## src/rtl/pe_seq_controller.sv

```systemverilog
// pe_seq_controller: convolution PE main sequencer with configurable read pipeline, drain phase,
// psum read-modify-write, recoverable halt and start/busy/done handshake.
module pe_seq_controller #(
  parameter int FILTER_ADDR_WIDTH = 8,
  parameter int PIPE_DEPTH        = 2,
  parameter int FILL_W            = $clog2(PIPE_DEPTH + 1)
) (
  input  logic                         clk,
  input  logic                         reset_n,
  input  logic                         start,
  input  logic                         if_empty,
  input  logic [FILTER_ADDR_WIDTH-1:0] filter_wcount,
  input  logic                         sp_valid,
  input  logic                         reading_empty,
  input  logic                         filter_cannot_read,
  input  logic                         f_co,
  input  logic                         go_next_stride,
  input  logic                         stride_ended,
  input  logic                         go_next_filter,
  input  logic                         is_last_filter,
  input  logic                         psum_mode,
  input  logic                         psum_can_read,
  input  logic                         psum_rvalid,
  input  logic                         psum_w_co,
  input  logic                         error,
  input  logic                         resume,
  output logic                         chip_en,
  output logic                         global_rst,
  output logic                         en_p_traverse,
  output logic                         ren,
  output logic                         ld_IF,
  output logic                         i_en,
  output logic                         mult_en,
  output logic                         ld_result,
  output logic                         en_f_counter,
  output logic                         rst_f_counter,
  output logic                         next_stride,
  output logic                         next_filter,
  output logic                         rst_stride,
  output logic                         next_start,
  output logic                         make_empty,
  output logic                         rst_if_ctx,
  output logic                         psum_ren,
  output logic                         psum_wen,
  output logic                         next_psum_raddr,
  output logic                         next_psum_waddr,
  output logic                         busy,
  output logic                         done,
  output logic                         halted,
  output logic [FILL_W-1:0]            fill_level
);
  typedef enum logic [3:0] {
    IDLE, INIT, WAIT_DATA, FIND_SP, FILL, RUN, DRAIN,
    PSUM_RD, PSUM_WR, NEXT_IF, UPD_SP, DONE, HALT
  } state_t;
  state_t                state_q, state_d;
  logic [PIPE_DEPTH-1:0] valid_q, valid_d;
  logic                  last_q, last_d;
  logic                  start_lo_q;
  logic                  adv, run;
  assign adv = ~(reading_empty | filter_cannot_read | ~sp_valid);
  assign run = (state_q == RUN) & adv & ~f_co;
  always_comb begin
    fill_level = '0;
    for (int i = 0; i < PIPE_DEPTH; i++) fill_level = fill_level + FILL_W'(valid_q[i]);
  end
  always_comb begin
    state_d = state_q;
    valid_d = valid_q;
    last_d  = last_q;
    case (state_q)
      IDLE:      if (start & start_lo_q) state_d = INIT;
      INIT:      begin state_d = WAIT_DATA; last_d = 1'b0; end
      WAIT_DATA: if (~if_empty && filter_wcount != '0) state_d = FIND_SP;
      FIND_SP:   if (sp_valid) state_d = FILL;
      FILL: if (adv) begin
        valid_d = (valid_q << 1) | PIPE_DEPTH'(1);
        if (fill_level == FILL_W'(PIPE_DEPTH - 1)) state_d = RUN;
      end
      RUN: begin
        if (adv & go_next_filter & is_last_filter) last_d = 1'b1;
        if (adv & f_co) state_d = DRAIN;
      end
      // Exit on the shifted value so the drain lasts exactly PIPE_DEPTH cycles.
      DRAIN: begin
        valid_d = valid_q << 1;
        if (valid_d == '0) state_d = psum_mode ? PSUM_RD : PSUM_WR;
      end
      PSUM_RD:   if (psum_rvalid) state_d = PSUM_WR;
      PSUM_WR:   state_d = psum_w_co ? DONE : last_q ? NEXT_IF : FILL;
      NEXT_IF:   begin state_d = UPD_SP; last_d = 1'b0; end
      UPD_SP:    state_d = FIND_SP;
      DONE:      if (~start) state_d = IDLE;
      HALT:      if (resume) state_d = IDLE;
      default:   state_d = IDLE;
    endcase
    if (error && state_q != IDLE && state_q != HALT) begin
      state_d = HALT;
      valid_d = '0;
      last_d  = 1'b0;
    end
  end
  // start_lo_q clears on reset, so a start held high across reset release is not an edge.
  always_ff @(posedge clk or negedge reset_n) begin
    if (!reset_n) begin
      state_q    <= IDLE;
      valid_q    <= '0;
      last_q     <= 1'b0;
      start_lo_q <= 1'b0;
    end else begin
      state_q    <= state_d;
      valid_q    <= valid_d;
      last_q     <= last_d;
      start_lo_q <= ~start;
    end
  end
  assign chip_en         = state_q != IDLE;
  assign done            = state_q == DONE;
  assign busy            = chip_en & ~done;
  assign halted          = state_q == HALT;
  assign global_rst      = state_q == INIT;
  assign en_p_traverse   = (state_q == FIND_SP) & ~sp_valid;
  assign ren             = ((state_q == FILL) & adv) | run;
  assign ld_IF           = ren;
  assign i_en            = ren;
  assign en_f_counter    = run;
  assign mult_en         = run | ((state_q == DRAIN) & valid_q[0]);
  assign ld_result       = run | ((state_q == DRAIN) & valid_q[PIPE_DEPTH-1]);
  assign next_stride     = run & go_next_stride & ~stride_ended;
  assign next_filter     = (state_q == RUN) & adv & go_next_filter & ~is_last_filter;
  assign rst_stride      = next_filter | (state_q == NEXT_IF);
  assign make_empty      = state_q == NEXT_IF;
  assign rst_if_ctx      = state_q == NEXT_IF;
  assign next_start      = state_q == UPD_SP;
  assign psum_ren        = (state_q == PSUM_RD) & psum_can_read;
  assign psum_wen        = state_q == PSUM_WR;
  assign next_psum_waddr = psum_wen;
  assign next_psum_raddr = psum_wen & psum_mode;
  assign rst_f_counter   = psum_wen;
endmodule
```

## config.mk

```make
export PLATFORM = sky130hd
export DESIGN_NAME = pe_seq_controller
export DESIGN_NICKNAME = d
export VERILOG_FILES = /design/src/rtl/pe_seq_controller.sv
export SDC_FILE = /design/constraint.sdc
export NUM_CORES = 1
export LEC_CHECK = 0
export CORE_MARGIN = 2
export CORE_UTILIZATION = 38
export DETAILED_ROUTE_END_ITERATION = 7
export PLACE_DENSITY = 0.89
export SLEW_MARGIN = 10
export SYNTH_ARGS = -nofsm -noshare
export SYNTH_HDL_FRONTEND = slang
export SYNTH_SLANG_ARGS = --single-unit
```

## constraint.sdc

```tcl
create_clock -name clk -period 2.1 [get_ports clk]
set_input_delay 0.42 -clock clk [delete_from_list [all_inputs] [get_ports clk]]
set_output_delay 0.42 -clock clk [all_outputs]
set_load 0.02 [all_outputs]
```

==> run summary <==
The tools report the count of endpoints failing hold in the final timing report as 0. The number of placed instances with taps included came out at 212. The final reports fail on setup timing. The count of clock tree sinks is 8, and the top-area cell type share of the netlist area is 22.6%. For this configuration, the core starts out at a cell density of 40.1%. At the placement stage, the worst setup path has a slack of -760 ps.

The count of input and output buffers came out at 50. The worst setup path is captured at a primary output. The share of total power dissipated in combinational logic is 79.3%. Startpoint type of the worst setup path: an input pin.

In this run the power spent charging and discharging nets is 837 uW. Hold buffer count at cts: 0. The tool flagged a number of max-cap violations equal to 0. Detailed routing inserted a total of 1166 vias. Counting flops and latches in the post-synthesis netlist gives 8.

The total power density per cell area works out to 1140 nW/um2. The tools report the worst slew slack as a fraction of its limit as 71.1%. For the length of the first detailed-routing pass in iterations, the log shows 4. The fraction of layout instances using a drive strength above 1 works out to 34.2%.

In this run the worst setup path begins at filter_cannot_read. Clock latency on the worst-skew pair, taken at its later pin, is 270 ps. Subtracting the final worst setup slack from the clock period gives 2140 ps. The path category of the worst min-delay check is input pin to asynchronous set/reset pin. Synthesis produced a netlist whose cell count is 120. At the pin with the least slew margin, the transition time is 432 ps. The first routing iteration left 30 violations.

The filler-free cell count of the finished design is 215, and the final core utilization is 69.3%. The startpoint identified for the worst register-to-register timing path is valid_q[1]. Per report_power, the sequential group accounts for 13.1% of the total. The number of nets in the layout was 216. The switching power share of the total was 47.9%.

The first global-routing pass estimated 5.06 mm of wire. The placed instances occupy a cell area of 1550 um2. Summed over all failing endpoints, the final setup total negative slack is -35.4 ps. Internal power comes to 911 uW. The register-to-register setup slack is 260 ps. The antenna diode count was 0; the number of antenna violations at the first check in global routing was 0.

The logs give 1720 ps for the data arrival time at the worst-slack endpoint and 17 for the number of cell rows. TritonCTS built the clock tree. The number of vias per cell after detailed routing works out to 5.42. Clock skew on the completed layout was measured at 4.01 ps.

After synthesis, the most frequently instantiated cells are sky130_fd_sc_hd__nor2_1, sky130_fd_sc_hd__nand2_1, sky130_fd_sc_hd__a21oi_1, sky130_fd_sc_hd__dfrtp_1. The worst-path cell with the longest stage delay was sky130_fd_sc_hd__or3_4. The completed layout was analyzed and its total power is 1.75 mW.

The dominant cell type by area after synthesis is sky130_fd_sc_hd__dfrtp_1. The die is 52.3 um wide. The run gives 0.848 as the last weighted congestion value of the routability-driven placer. The setup-violating endpoint count in the final report was 1; the number of distinct library cells after synthesis was 38.

The primary flip-flop cell chosen by synthesis mapping was sky130_fd_sc_hd__dfrtp_1. For this run, the register share of the synthesized area comes to 22.6%. The DRC violations left was 0.

Counting every net in the synthesized netlist gives 147. For this design the top-level I/O count stands at 51. Hold timing on the final database bottoms out at a slack of 454 ps. On the worst path, the slowest cell contributes a delay of 360 ps. Clock slew seen by the registers of the worst setup and hold paths: 60 ps.

The maximum ir drop on the vdd rail is 0.850 mV, and the residual antenna-violating net count after detailed routing is 0. In the finished design, the share of the clock period the worst path needs comes to 102%. By instance count, the leading cell after synthesis is sky130_fd_sc_hd__nor2_1. From synthesis to final layout, the design area changed by 72.8%. The run gives 887 um2 as the post-synthesis instance area.

The overall die height was 52.3 um; the post-synthesis average cell area was 7.39 um2. The critical path class was input pin to primary output. Cell count of the worst reg-to-reg path: 6.

The overall overflow remaining after global route was 0; the share of flip-flops with an asynchronous set or reset was 100%. Ranked by total cell area, the synthesized netlist is headed by sky130_fd_sc_hd__dfrtp_1, sky130_fd_sc_hd__nor2_1, sky130_fd_sc_hd__buf_4, sky130_fd_sc_hd__a21oi_1, sky130_fd_sc_hd__nand2_1. The floorplan step defined a die boundary enclosing 2740 um2. Entering global routing, the biggest net connects 19 pins. Yosys printed 0 warnings. CTS placed an instance of sky130_fd_sc_hd__clkbuf_4 at the clock tree root. In this run the worst path has a maximum fanout of 4.

The cell area after layout came out at 1530 um2. The number of global-route vias before repair came out at 1199. The run finished, with violations left. The worst register-to-register path ends at state_q[3]. The final routed wirelength across all metal layers was 3.19 mm. Yosys mapped a number of flops with a built-in enable equal to 0. Buffers added to address setup during post-CTS repair amount to 0.

Number of levels the H-tree was split into: 1. The longest clock path from root to sink contains 2 buffers. The post-DP HPWL was 2.52 mm; the setup slack after layout was -35.4 ps. Summed over all cells, the static leakage comes to 0.718 nW.

At the worst endpoint, the required time is 1680 ps. Clock tree synthesis inserted a total of 3 buffers. The share of total power dissipated in the clock network is 7.6%. Fmax: 0.468 GHz.

The critical path goes through dlygate4sd2_1 -> nor3b_4 -> nand2_2 -> or3_4 -> nor3b_2 -> buf_4. Setup repair after global routing could not meet its margin everywhere. The most critical setup path has its endpoint at next_stride. After detailed routing, the average wire length per cell comes to 14.8 um. The core area is 2210 um2, and the final-report max-slew violation count is 0.

Global routing used 25.0% of the available tracks across all layers.
-- logic make-up (layout without fill, tap and decap cells) --
logic type / count (synthesis) / after routing / share of synthesized area, %
flops: 8 / 8 / 22.6
mux: 4 / 4 / 4.80
simple gates: 60 / 60 / 36.1
buf+inv: 16 / 83 / 10.0
compound gates: 31 / 31 / 25.1
fa+ha+maj: 1 / 1 / 1.41
-- routing by layer --
layer  track usage (%)  part of all wire (%)
met5                 0                     0
met2              49.8                    54
met1              25.5                    38
met4              8.12                   1.0
met3              4.29                   6.7
-- power groups by stage --
stage               clock network, mW  logic [mW]  registers, mW
CTS                             0.132        1.36          0.228
global placement                    0        1.37          0.227
detailed placement                  0        1.40          0.231
floorplan                           0       0.838          0.238
global route                    0.140        1.50          0.232
finish                          0.132        1.39          0.230
-- how the worst min path moves through the flow --
stage	from	endpoint	slack, ps	depth (start not counted)
after detailed placement	valid_q[1]	valid_q[1]	560	2
final	reset_n	start_lo_q	450	1
after global placement	valid_q[1]	valid_q[1]	540	2
after global routing	reset_n	state_q[3]	480	1
after CTS	reset_n	state_q[3]	460	1
after floorplan	reset_n	last_q	120	0
-- state kept, by name (all words and copies together) (netlist names) --
| signal | flops |
|---|---|
| last_q | 1 |
| start_lo_q | 1 |
| state_q | 4 |
| valid_q | 2 |
-- cell usage in the layout, fill, tap and decap left out, drive strengths merged, types with 2 or more instances in the layout --
master and instances:
nor2b 3, a211oi 3, nor3b 4, clkdlybuf4s15 4, clkbuf 10, or2 3, inv 4, a22oi 2
nand2b 4, nand2 12, o211ai 2, mux2 2, buf 35, dfrtp 8, nand3b 3, nor4 3
o21ai 4, nor3 7, dlygate4sd2 6, nor2 17, mux2i 2, a21oi 10, o22a 2, o32ai 2
clkdlybuf4s50 24
-- final cells by class --
class | count | area (um2)
clock buffer | 3 | 22.5
fill | 193 | 679
inverter | 4 | 15.0
multi-input combinational | 96 | 642
sequential | 8 | 200
tap | 28 | 35.0
timing repair buffer | 76 | 618
-- worst max-delay path: cells and delay by family --
kind / cells / cell delay (ps)
AND/OR/NAND/NOR: 4 / 870
buffers and inverters: 2 / 430
-- what timing repair did --
item | CTS | global route
resized for setup | 67 | 19
pin swaps | 3 | 3
endpoints found under the setup margin | 23 | 15
Note: power is estimated with default switching activity, not from simulation.
